<file path="src/rtl/pila_pkg.sv">
// Shared defaults and sizing helpers for the pila LIFO stack.
package pila_pkg;

   localparam int unsigned DEF_WIDTH = 10;
   localparam int unsigned DEF_DEPTH = 8;

   // Bits needed to hold an occupancy of 0..depth inclusive.
   function automatic int unsigned calc_cw(input int unsigned depth);
      return $clog2(depth + 1);
   endfunction

   // Bits needed to address depth entries (at least one).
   function automatic int unsigned calc_aw(input int unsigned depth);
      return (depth > 1) ? $clog2(depth) : 1;
   endfunction

endpackage

</file>
<file path="src/rtl/pila_sync_if.sv">
// Command and status bundle between the PC logic (master) and the stack (slave).
interface pila_sync_if
   import pila_pkg::*;
#(
   parameter int unsigned WIDTH = DEF_WIDTH,
   parameter int unsigned DEPTH = DEF_DEPTH
) ();

   localparam int unsigned CW = calc_cw(DEPTH);

   logic             push;
   logic             pop;
   logic             clear;
   logic [WIDTH-1:0] inpush;
   logic [WIDTH-1:0] outpop;
   logic [WIDTH-1:0] top;
   logic [CW-1:0]    count;
   logic             empty;
   logic             full;
   logic             overflow;
   logic             underflow;

   modport master (
      output push, pop, clear, inpush,
      input  outpop, top, count, empty, full, overflow, underflow
   );

   modport slave (
      input  push, pop, clear, inpush,
      output outpop, top, count, empty, full, overflow, underflow
   );

endinterface

</file>
<file path="src/rtl/pila_mem.sv">
// DEPTH x WIDTH storage: one synchronous write port, one asynchronous read port.
// Contents are deliberately not reset.
module pila_mem
   import pila_pkg::*;
#(
   parameter int unsigned WIDTH = DEF_WIDTH,
   parameter int unsigned DEPTH = DEF_DEPTH,
   localparam int unsigned AW   = calc_aw(DEPTH)
) (
   input  logic             clk,
   input  logic             we,
   input  logic [AW-1:0]    waddr,
   input  logic [WIDTH-1:0] wdata,
   input  logic [AW-1:0]    raddr,
   output logic [WIDTH-1:0] rdata
);

   logic [WIDTH-1:0] mem [DEPTH];

   // Write port: commit wdata on the rising edge when enabled.
   always_ff @(posedge clk) begin
      if (we) begin
         mem[waddr] <= wdata;
      end
   end

   assign rdata = mem[raddr];

endmodule

</file>
<file path="src/rtl/pila_sync.sv">
// Synchronous LIFO for return addresses. count doubles as the stack pointer;
// the top entry lives at mem[count-1].
module pila_sync
   import pila_pkg::*;
#(
   parameter int unsigned WIDTH = DEF_WIDTH,
   parameter int unsigned DEPTH = DEF_DEPTH
) (
   input logic        clk,
   input logic        reset,
   pila_sync_if.slave bus
);

   localparam int unsigned CW = calc_cw(DEPTH);
   localparam int unsigned AW = calc_aw(DEPTH);

   logic [CW-1:0]    count_q, count_d;
   logic [WIDTH-1:0] outpop_q, outpop_d;
   logic             ovf_q, ovf_d;
   logic             unf_q, unf_d;

   logic             is_empty, is_full;
   logic             we;
   logic [AW-1:0]    waddr;
   logic [AW-1:0]    raddr;
   logic [WIDTH-1:0] rdata;

   assign is_empty = (count_q == '0);
   assign is_full  = (count_q == CW'(DEPTH));

   // Top index is only formed when non-empty; slot 0 is a harmless default.
   assign raddr = is_empty ? '0 : AW'(count_q - CW'(1));

   pila_mem #(
      .WIDTH (WIDTH),
      .DEPTH (DEPTH)
   ) u_mem (
      .clk   (clk),
      .we    (we),
      .waddr (waddr),
      .wdata (bus.inpush),
      .raddr (raddr),
      .rdata (rdata)
   );

   // Next-state: clear beats push/pop; push+pop on non-empty replaces the top.
   always_comb begin
      count_d  = count_q;
      outpop_d = outpop_q;
      ovf_d    = ovf_q;
      unf_d    = unf_q;
      we       = 1'b0;
      waddr    = AW'(count_q);
      if (bus.clear) begin
         count_d = '0;
         ovf_d   = 1'b0;
         unf_d   = 1'b0;
      end else begin
         unique case ({bus.push, bus.pop})
            2'b10: begin
               if (is_full) begin
                  ovf_d = 1'b1;
               end else begin
                  we      = 1'b1;
                  count_d = count_q + CW'(1);
               end
            end
            2'b01: begin
               if (is_empty) begin
                  unf_d = 1'b1;
               end else begin
                  outpop_d = rdata;
                  count_d  = count_q - CW'(1);
               end
            end
            2'b11: begin
               if (is_empty) begin
                  // Pop is dropped, push still lands in slot 0.
                  unf_d   = 1'b1;
                  we      = 1'b1;
                  waddr   = '0;
                  count_d = CW'(1);
               end else begin
                  outpop_d = rdata;
                  we       = 1'b1;
                  waddr    = raddr;
               end
            end
            default: ;
         endcase
      end
   end

   // State register: asynchronous reset clears count, flags and outpop.
   always_ff @(posedge clk or posedge reset) begin
      if (reset) begin
         count_q  <= '0;
         outpop_q <= '0;
         ovf_q    <= 1'b0;
         unf_q    <= 1'b0;
      end else begin
         count_q  <= count_d;
         outpop_q <= outpop_d;
         ovf_q    <= ovf_d;
         unf_q    <= unf_d;
      end
   end

   assign bus.outpop    = outpop_q;
   assign bus.top       = is_empty ? '0 : rdata;
   assign bus.count     = count_q;
   assign bus.empty     = is_empty;
   assign bus.full      = is_full;
   assign bus.overflow  = ovf_q;
   assign bus.underflow = unf_q;

endmodule

</file>
<file path="src/flat_wrapper.sv">
// flat-port wrapper written by rule: the top's interface ports become plain ports
module pila_sync_flat import pila_pkg::*;
#(
   parameter int unsigned WIDTH = DEF_WIDTH,
   parameter int unsigned DEPTH = DEF_DEPTH
)
  (clk, reset, bus_push, bus_pop, bus_clear, bus_inpush, bus_outpop, bus_top, bus_count, bus_empty, bus_full, bus_overflow, bus_underflow);
  pila_sync_if #(.WIDTH(WIDTH), .DEPTH(DEPTH)) bus_i ();
  input logic clk;
  input logic reset;
  input wire logic [$bits(bus_i.push)-1:0] bus_push;
  input wire logic [$bits(bus_i.pop)-1:0] bus_pop;
  input wire logic [$bits(bus_i.clear)-1:0] bus_clear;
  input wire logic [$bits(bus_i.inpush)-1:0] bus_inpush;
  output wire logic [$bits(bus_i.outpop)-1:0] bus_outpop;
  output wire logic [$bits(bus_i.top)-1:0] bus_top;
  output wire logic [$bits(bus_i.count)-1:0] bus_count;
  output wire logic [$bits(bus_i.empty)-1:0] bus_empty;
  output wire logic [$bits(bus_i.full)-1:0] bus_full;
  output wire logic [$bits(bus_i.overflow)-1:0] bus_overflow;
  output wire logic [$bits(bus_i.underflow)-1:0] bus_underflow;
  assign bus_i.push = bus_push;
  assign bus_i.pop = bus_pop;
  assign bus_i.clear = bus_clear;
  assign bus_i.inpush = bus_inpush;
  assign bus_outpop = bus_i.outpop;
  assign bus_top = bus_i.top;
  assign bus_count = bus_i.count;
  assign bus_empty = bus_i.empty;
  assign bus_full = bus_i.full;
  assign bus_overflow = bus_i.overflow;
  assign bus_underflow = bus_i.underflow;
  pila_sync #(.WIDTH(WIDTH), .DEPTH(DEPTH)) u_core (.clk(clk), .reset(reset), .bus(bus_i));
endmodule
</file>
<file path="config.mk">
export PLATFORM = sky130hd
export DESIGN_NAME = pila_sync_flat
export DESIGN_NICKNAME = d
export VERILOG_FILES = /design/src/rtl/pila_pkg.sv /design/src/rtl/pila_sync_if.sv /design/src/rtl/pila_mem.sv /design/src/rtl/pila_sync.sv /design/src/flat_wrapper.sv
export SDC_FILE = /design/constraint.sdc
export NUM_CORES = 1
export LEC_CHECK = 0
export CAP_MARGIN = 10
export CELL_PAD_IN_SITES_DETAIL_PLACEMENT = 2
export CELL_PAD_IN_SITES_GLOBAL_PLACEMENT = 2
export CORE_UTILIZATION = 47
export CTS_BUF_LIST = sky130_fd_sc_hd__clkbuf_4 sky130_fd_sc_hd__clkbuf_8
export DETAILED_ROUTE_END_ITERATION = 10
export DONT_BUFFER_PORTS = 1
export PLACE_DENSITY_LB_ADDON = 0.1
export SYNTH_ARGS = -nofsm -noshare
export SYNTH_HDL_FRONTEND = slang
export SYNTH_SLANG_ARGS = --single-unit
</file>
<file path="constraint.sdc">
create_clock -name clk -period 4.4 [get_ports clk]
set_input_delay 0.88 -clock clk [delete_from_list [all_inputs] [get_ports clk]]
set_output_delay 0.88 -clock clk [all_outputs]
set_load 0.01 [all_outputs]
</file>
==> metrics.cfg, run 1 <==
[synth]
ys_seq_area_frac=0.642
async_flop_share=0.167
syn_nets=327
synth-seq-cells=96
synth_edf_count=80
synthCells=310
syn_area_per_cell_um2=14.1
synth_top_cell_area_share=0.550
ys_types=49
synthesis.area_um2=4370
yosys-top-cells-area=edfxtp_1 (55%), dfrtp_1 (9.2%), mux4_2 (2.6%)
synth_top_area_cell=edfxtp_1
synth_warnings=0
ys.flop_type=edfxtp_1

[place]
hpwl_mm=8.28
port_buffers=0
place_ws_ps=702
gpl.final_weighted_congestion=0.747
place_area_um2=4480

[clock_tree]
cts_setup_buffers=0
cts_sinks=96
clock_path_buffers=2
cts_tree=yes
clk_pin_slew_ps=110
cts_buffers=9
ctsHoldBuffers=0
cts_resized=0
insertion_delay_ps=370
htree_levels=3
root_buffer=clkbuf_8

[sta]
clock_skew_ps=14.3
period_minus_slack_ps=4090
relSlewSlack=0.415
final.setup.worst_slack_ps=312
fin_crit_sh=0.929
fin_setup_tns_ps=0
final-hold-violation-count=0
rsz0062_at_grt=no
finalMaxSlewViolations=0
setup_viol=0
tightest_slew_ps=877
fmax_mhz=245

[power]
intPower_mw=1.60
leakagePower_nw=1.57
seq_power_share=0.479
switchingPower_mw=0.755
clkPwrFrac=0.283
p_per_area_nw_per_um2=499
irDropWorstVdd_mv=0.237
swShare=0.321
pwr-share-comb=0.238

[global_route]
antenna_found_initial=0
grt_max_degree=35
grt_pass1_wl_mm=18.4
grt_pass1_vias=2900
grt-ovfl-total=0
grt_usage=0.264

[layout]
layout.nets=331
drive_above_1_share=0.197
fin_area_um2=4710
num_antenna_cells=0
area_growth_pct=7.85

[route]
via_per_inst=6.38
drc=6
via_count=2726
drt-total-wl_mm=11.8
first_pass_iters=9
wl_per_cell_um=27.7
ant_nets=0
drtIter0Drc=195

[setup_path]
cp_data_arrival_time_ps=3210
crit_fanout=16
crit_path_end_kind=output port
critical_path_class=flop to output port
required_ps=3520
crit_path_start_kind=flop

[floorplan]
die_h_um=98.4
io_pins=43
die-width_um=98.4
rows=34
die_area_um2=9680
start_util=0.493
core_um2=8850

[min_path]
hp-class=input port to async pin

[run_status]
outcome=complete, but fails checks
violations=design-rule violations

[job]
maxCapViolations=0

==> registers in the layout (all words and copies together), names as in the netlist <==
signal / count
u_core.u_mem.mem: 80
u_core.bus.outpop: 10
u_core.bus.count: 4
u_core.bus.overflow: 1
u_core.bus.underflow: 1
==> routing by layer <==
metal	part of all wire	GRT usage	up-vias
met5	0	0	-
li1	-	-	1207
met1	0.43	0.356	1401
met2	0.48	0.425	96
met3	0.059	0.0465	22
met4	0.025	0.108	0
==> area by class of cell <==
type / count / area, um2
Tap cell: 108 / 135
Clock buffer: 10 / 131
Sequential cell: 96 / 2800
Multi-Input combinational cell: 182 / 1390
Timing Repair Buffer: 15 / 113
Fill cell: 813 / 4140
Inverter: 10 / 37.5
Clock inverter: 6 / 98.8
==> cell families after synthesis <==
group,count (synthesis),share of synthesized area
fa+ha+maj,2,0.00573
compound gates,62,0.127
flops,96,0.642
simple gates,97,0.120
buf+inv,32,0.0410
mux,21,0.0642
==> critical path, cell delays in order, from the launching register on <==
cell      delay [ps]
dfrtp_1          380
clkinv_1         290
ha_1             810
nand2b_1         420
nor2_2           390
a221oi_2         150
nor3_1           250
buf_4            170
==> through the flow <==
stage	hold WS, ps	instances	total power, mW	utilization
after floorplan	514	310	1.55	-
after global placement	538	411	1.68	0.506
after detailed placement	548	411	1.70	0.506
after CTS	480	427	2.37	0.532
after global routing	505	427	2.45	0.532
final	460	427	2.35	0.532
==> cells in the final DEF (no fill, tap or decap), drive strengths merged, types with 2 or more instances in the layout <==
| cell type | instances |
|---|---|
| o21a | 2 |
| inv | 12 |
| mux4 | 5 |
| nor2 | 33 |
| o2bb2ai | 5 |
| or3 | 2 |
| nor3 | 15 |
| clkbuf | 10 |
| o22a | 2 |
| o21ai | 8 |
| ha | 2 |
| o211ai | 11 |
| o31ai | 5 |
| buf | 15 |
| edfxtp | 80 |
| dfrtp | 16 |
| mux2 | 6 |
| mux2i | 10 |
| nand3b | 2 |
| a221oi | 7 |
| o32ai | 11 |
| a22oi | 2 |
| nand3 | 11 |
| nor3b | 10 |
| bufinv | 2 |
| a21oi | 4 |
| and3b | 2 |
| nand2b | 6 |
| a211oi | 2 |
| nand2 | 11 |
==> power by group through the flow <==
stage | combinational, mW | clock [mW] | sequential (mW)
finish | 0.560 | 0.665 | 1.13
detailed placement | 0.557 | 0 | 1.15
global placement | 0.535 | 0 | 1.14
CTS | 0.565 | 0.674 | 1.13
global route | 0.605 | 0.706 | 1.14
floorplan | 0.427 | 0 | 1.13
==> Yosys cell counts, drive strengths merged (3+ instances only) <==
library cell / n
nor3: 15
mux4: 5
clkbuf: 3
nor2: 33
nand3: 11
nand2: 11
buf: 19
dfrtp: 16
nand2b: 6
o21ai: 8
edfxtp: 80
o2bb2ai: 5
o211ai: 11
o31ai: 5
a221oi: 7
nor3b: 10
a21oi: 4
inv: 9
mux2i: 10
mux2: 6
o32ai: 11
==> worst paths after layout <==
| kind | startpoint | to | slack, ps | cells past startpoint |
|---|---|---|---|---|
| worst min-delay path | reset | u_core.bus.count[3] | 460 | 1 |
| worst min register to register | u_core.bus.outpop[1] | u_core.bus.outpop[1] | 570 | 2 |
| max in group asynchronous | reset | u_core.bus.count[1] | 3530 | 1 |
| worst max register to register | u_core.bus.count[0] | u_core.u_mem.mem[1][9] | 870 | 7 |
| min in group clk | bus_clear | u_core.bus.count[2] | 560 | 1 |
| worst max-delay path | u_core.bus.count[0] | bus_top[6] | 310 | 7 |
(Power assumes the default switching activity.)
==> run 2, diff against run 1 <==
Settings changed: ABC_AREA set to 1, CORE_UTILIZATION 47 to 42.
==> metrics.cfg, run 2 <==
[setup_path]
reg2reg_depth=10  ; +3
crit_path_start_kind=flop
crit_path_end_kind=output port
regToRegSetupSlack_ps=1180  ; +310 ps
crit_fanout=45  ; +29
required_ps=3520  ; about the same
critical_path_class=flop to output port
reg2reg_to=u_core.u_mem.mem[7][9]
cp_data_arrival_time_ps=3130  ; -80 ps
rr_startpoint=u_core.bus.count[0]

[floorplan]
die_area_um2=11000  ; +14%
rows=37  ; +8.8%
die-width_um=105  ; +6.8%
start_util=0.433  ; -0.0608
die_h_um=105  ; +6.8%
io_pins=43  ; unchanged
core_um2=10300  ; +17%

[synth]
syn_area_per_cell_um2=9.88  ; -30%
synth_top_area_cell=edfxtp_1
synthesis.area_um2=4470  ; +2.3%
yosys-top-cells-area=edfxtp_1 (54%), dfrtp_1 (9.0%), nand3_1 (8.3%)
async_flop_share=0.167  ; unchanged
synth-seq-cells=96  ; unchanged
ys_seq_area_frac=0.628  ; -0.0144
synth_edf_count=80  ; unchanged
syn_nets=469  ; +43%
synth_common_cells=nand2_1 (92), edfxtp_1 (80), nand3_1 (74), nor2_1 (64), inv_1 (54)
synth_warnings=0  ; unchanged
synth_most_common_cell=nand2_1
ys.flop_type=edfxtp_1
synth_top_cell_area_share=0.538  ; -0.0123
ys_types=26  ; -47%
synthCells=452  ; +46%

[sta]
finalMaxSlewViolations=0  ; unchanged
final-hold-violation-count=0  ; unchanged
tightest_slew_ps=692  ; -186 ps
rsz0062_at_grt=no
setup_viol=0  ; unchanged
fin_crit_sh=0.912  ; -0.0172
relSlewSlack=0.539  ; +0.124
fin_setup_tns_ps=0  ; unchanged
fmax_mhz=249  ; +1.9%
final.setup.worst_slack_ps=388  ; +75.7 ps
period_minus_slack_ps=4010  ; -75.7 ps
clock_skew_ps=8.90  ; -5.40 ps

[power]
switchingPower_mw=1.13  ; +49%
intPower_mw=1.51  ; -5.1%
leakagePower_nw=1.97  ; +25%
irDropWorstVdd_mv=0.219  ; -7.4%
swShare=0.427  ; +0.105
seq_power_share=0.433  ; -0.046
p_per_area_nw_per_um2=555  ; +11%
pwr-share-comb=0.359  ; +0.121
clkPwrFrac=0.208  ; -0.075

[layout]
largest_register=u_core.u_mem.mem
layoutNonFillerInstCount=593  ; +39%
drive_above_1_share=0.0810  ; -0.117
layout.nets=469  ; +42%
register_area_um2=2800  ; unchanged
multi_input_area_um2=1310  ; -5.7%
nFillCells=1138  ; +40%
num_antenna_cells=0  ; unchanged
fin_util=0.461  ; -0.0714
fin_area_um2=4760  ; +1.0%
largest_reg_flops=80  ; unchanged
area_growth_pct=6.50
final_cell_mix=nand2_1 (91), edfxtp_1 (80), nand3_1 (74)
mostFrequentLayoutCell=nand2_1

[clock_tree]
clock_path_buffers=2  ; unchanged
cts_buffers=9  ; unchanged
ctsHoldBuffers=0  ; unchanged
cts_tree=yes
clk_pin_slew_ps=100  ; about the same
insertion_delay_ps=370  ; about the same
htree_levels=3  ; unchanged
cts_sinks=96  ; unchanged
root_buffer=clkbuf_8

[route]
ant_nets=0  ; unchanged
drtIter0Drc=205  ; +5.1%
wl_per_cell_um=21.3  ; -23%
drc=0  ; -6
first_pass_iters=4  ; -5
via_per_inst=5.28  ; -17%
via_count=3132  ; +15%
drt-total-wl_mm=12.6  ; +6.5%

[global_route]
grt-ovfl-total=0  ; unchanged
antenna_found_initial=0  ; unchanged
grt_usage=0.243  ; -0.0209
grt_max_degree=65  ; +86%
grt_pass1_wl_mm=19.6  ; +7.0%
grt_pass1_vias=3429  ; +18%

[job]
maxCapViolations=0  ; unchanged

[place]
place_area_um2=4570  ; +2.2%
place_ws_ps=590  ; -112 ps
placed_cells_incl_taps=577  ; +40%
gpl.final_weighted_congestion=0.749  ; +0.24%
port_buffers=0  ; unchanged
hpwl_mm=8.60  ; +3.9%

[min_path]
hp-class=input port to async pin

[run_status]
outcome=complete, no violations

==> run 2: cell count changes after synthesis, sizes merged, moves of 7 or more <==
cell,change
a221oi,-7
mux2i,-10
nand3b,+19
nand2,+83
inv,+48
o32ai,-11
nor2,+34
nor3b,-10
o211ai,-10
nand3,+63
nor3,-14
==> run 2: layout make-up <==
type                            instances  share of cell area
Tap cell                              136              0.0358
Timing Repair Buffer                   10              0.0158
Multi-Input combinational cell        277               0.276
Clock inverter                          7              0.0116
Inverter                               58              0.0458
Clock buffer                            9              0.0260
Sequential cell                        96               0.589
==> run 2: cells by family after synthesis <==
family	Yosys count	synth area share
AND/OR/NAND/NOR	258	0.265
AO/OA/AOI/OAI	14	0.0171
flip-flops	96	0.628
buffers and inverters	79	0.0793
adder cells (fa/ha/maj)	2	0.00560
XOR/XNOR	3	0.00589
==> run 2: how the worst max path moves through the flow <==
stage                         from          to  slack [ps]  depth (start not counted)
6_report       u_core.bus.count[0]  bus_top[2]         390                          9
2_1_floorplan  u_core.bus.count[0]  bus_top[9]        1580                         10
5_1_grt        u_core.bus.count[0]  bus_top[1]         170                          9
4_1_cts        u_core.bus.count[0]  bus_top[4]         140                          9
3_3_place_gp   u_core.bus.count[0]  bus_top[7]         750                          9
3_5_place_dp   u_core.bus.count[0]  bus_top[7]         590                          9
==> run 2: power groups by stage <==
stage          Sequential (mW)  Combinational (mW)  Clock [mW]
2_1_floorplan             1.15               0.726           0
3_3_place_gp              1.16               0.917           0
3_5_place_dp              1.17               0.957           0
4_1_cts                   1.15               0.968       0.558
5_1_grt                   1.16                1.06       0.585
6_report                  1.14               0.947       0.550
==> run 2: worst max-delay path, stage by stage (launching register included) <==
cell      delay (ps)
dfrtp_1          540
clkinv_1         170
ha_1             300
nand2_4          450
inv_2            270
nor2_4           390
inv_2            170
nand3_1          170
nand2_1           90
nor2_1           190
==> run 2: layer usage <==
metal	routed length, um	up-vias	part of all wire	GRT usage
met5	0	-	0	0
met4	263	0	0.021	0.0905
met3	554	18	0.044	0.0399
met2	6110	73	0.48	0.405
met1	5680	1564	0.45	0.318
li1	-	1477	-	-
==> run 2: timing repair <==
item / CTS / global route
gates resized for setup: 0 / 1
setup buffers: 0 / 0
endpoints found under the setup margin: 0 / 2
==> run 2: metrics by stage <==
stage | hold slack [ps] | power (mW)
after floorplan | 516 | 1.88
after CTS | 475 | 2.67
after global placement | 531 | 2.08
final | 467 | 2.64
after detailed placement | 545 | 2.12
after global routing | 490 | 2.80
==> run 3, diff against run 2 <==
Settings changed: CORE_UTILIZATION 42 to 40, CTS_BUF_LIST sky130_fd_sc_hd__clkbuf_4 sky130_fd_sc_hd__clkbuf_8 to sky130_fd_sc_hd__clkbuf_16.
==> metrics.cfg, run 3 (synthesized netlist as in run 2, its figures left out) <==
[global_route]
grt_pass1_wl_mm=20.0  ; +1.9%
grt_usage=0.246  ; +0.00269
antenna_found_initial=0  ; unchanged
grt-ovfl-total=0  ; unchanged
grt_max_degree=65  ; unchanged
grt_pass1_vias=3401  ; -0.82%

[run_status]
outcome=complete, no violations

[floorplan]
start_util=0.412  ; -0.0206
die-width_um=108  ; +2.4%
die_area_um2=11600  ; +4.9%
rows=38  ; +2.7%
core_um2=10800  ; +5.0%
die_h_um=108  ; +2.4%
io_pins=43  ; unchanged

[layout]
fin_area_um2=4870  ; +2.4%
drive_above_1_share=0.0766  ; -0.00438
area_growth_pct=9.11
layout.nets=469  ; unchanged
layoutNonFillerInstCount=597  ; +0.67%
num_antenna_cells=0  ; unchanged
final_cell_mix=nand2_1 (91), edfxtp_1 (80), nand3_1 (74)
largest_reg_flops=80  ; unchanged
largest_register=u_core.u_mem.mem
mostFrequentLayoutCell=nand2_1

[clock_tree]
root_buffer=clkbuf_16
cts_buffers=9  ; unchanged
htree_levels=3  ; unchanged
insertion_delay_ps=350  ; -20 ps
cts_tree=yes
cts_sinks=96  ; unchanged
clk_pin_slew_ps=70  ; -30 ps
clock_path_buffers=2  ; unchanged
cts_setup_buffers=0  ; unchanged

[power]
leakagePower_nw=2.03  ; +3.3%
p_per_area_nw_per_um2=593  ; +6.8%
irDropWorstVdd_mv=0.250  ; +14%
power.total_mw=2.89  ; +9.4%

[setup_path]
rr_startpoint=u_core.bus.count[0]
critical_path_class=flop to output port
cp_data_arrival_time_ps=3100  ; -30 ps
crit_path_start_kind=flop
required_ps=3520  ; about the same
cp-startpoint=u_core.bus.count[0]
crit_path_end_kind=output port
crit_fanout=33  ; -27%

[route]
via_count=3183  ; +1.6%
drc=0  ; unchanged
first_pass_iters=4  ; unchanged
via_per_inst=5.33  ; +0.95%
wl_per_cell_um=21.9  ; +2.9%
ant_nets=0  ; unchanged
drtIter0Drc=191  ; -6.8%
drt-total-wl_mm=13.1  ; +3.6%

[sta]
final-hold-violation-count=0  ; unchanged
clock_skew_ps=7.21  ; -1.68 ps
setup_viol=0  ; unchanged
tightest_slew_ps=1050  ; +358 ps
fin_crit_sh=0.905  ; -0.00683
period_minus_slack_ps=3980  ; -30.1 ps
fmax_mhz=251  ; +0.75%
fin_setup_tns_ps=0  ; unchanged
relSlewSlack=0.297  ; -0.242
rsz0062_at_grt=no
whs_ps=490  ; +22.5 ps
finalMaxSlewViolations=0  ; unchanged

[place]
placed_cells_incl_taps=581  ; +0.69%
hpwl_mm=8.61  ; +0.12%
gpl.final_weighted_congestion=0.785  ; +4.8%
port_buffers=0  ; unchanged
place_area_um2=4580  ; +0.11%

[min_path]
hp-class=input port to async pin

[job]
maxCapViolations=0  ; unchanged

-- run 3: cell type report --
cell class	instances	area, um2
clock buffers	9	225
repair buffers	10	75.1
flip-flops and latches	96	2800
inverters	58	218
well taps	140	175
multi-input cells	277	1310
fillers	1163	5970
clock inverters	7	65.1
-- run 3: worst paths after layout --
kind                                           to  slack (ps)  depth (start not counted)
setup / recovery                       bus_top[9]         420                         10
hold / removal               u_core.bus.outpop[4]         490                          1
setup reg to reg           u_core.u_mem.mem[4][6]        1070                          9
hold reg to reg              u_core.bus.outpop[5]         560                          2
max in group asynchronous     u_core.bus.count[0]        3510                          1
min in group clk             u_core.bus.outpop[5]         560                          2
-- run 3: routing by layer --
metal | routed length (um) | track usage | up-vias
met2 | 6540 | 0.425 | 69
met3 | 534 | 0.0436 | 20
met1 | 5690 | 0.303 | 1614
li1 | - | - | 1480
met4 | 298 | 0.0969 | 0
met5 | 0 | 0 | -
-- run 3: critical path, cell delays in order, from the launching register on --
cell,delay (ps)
dfrtp_1,530
clkinv_1,170
ha_1,310
nand2_4,190
buf_4,390
nand2_2,370
nand2_1,180
nand3_1,80
nand3_1,190
nand2_1,110
nor2_1,200
-- run 3: stage by stage --
step	setup slack (ps)	utilization
after floorplan	1580	-
after global placement	712	0.422
after detailed placement	601	0.422
after CTS	166	0.449
after global routing	190	0.449
final	418	0.449
-- run 3: report_power, final --
part | internal [mW] | total (mW) | switching (mW)
registers | 1.07 | 1.15 | 0.0789
clock network | 0.437 | 0.781 | 0.345
logic | 0.239 | 0.960 | 0.720
-- run 3: repair_timing --
item	CTS	global route
endpoints found under the setup margin	0	5
hold buffers	0	0
resized for setup	0	1
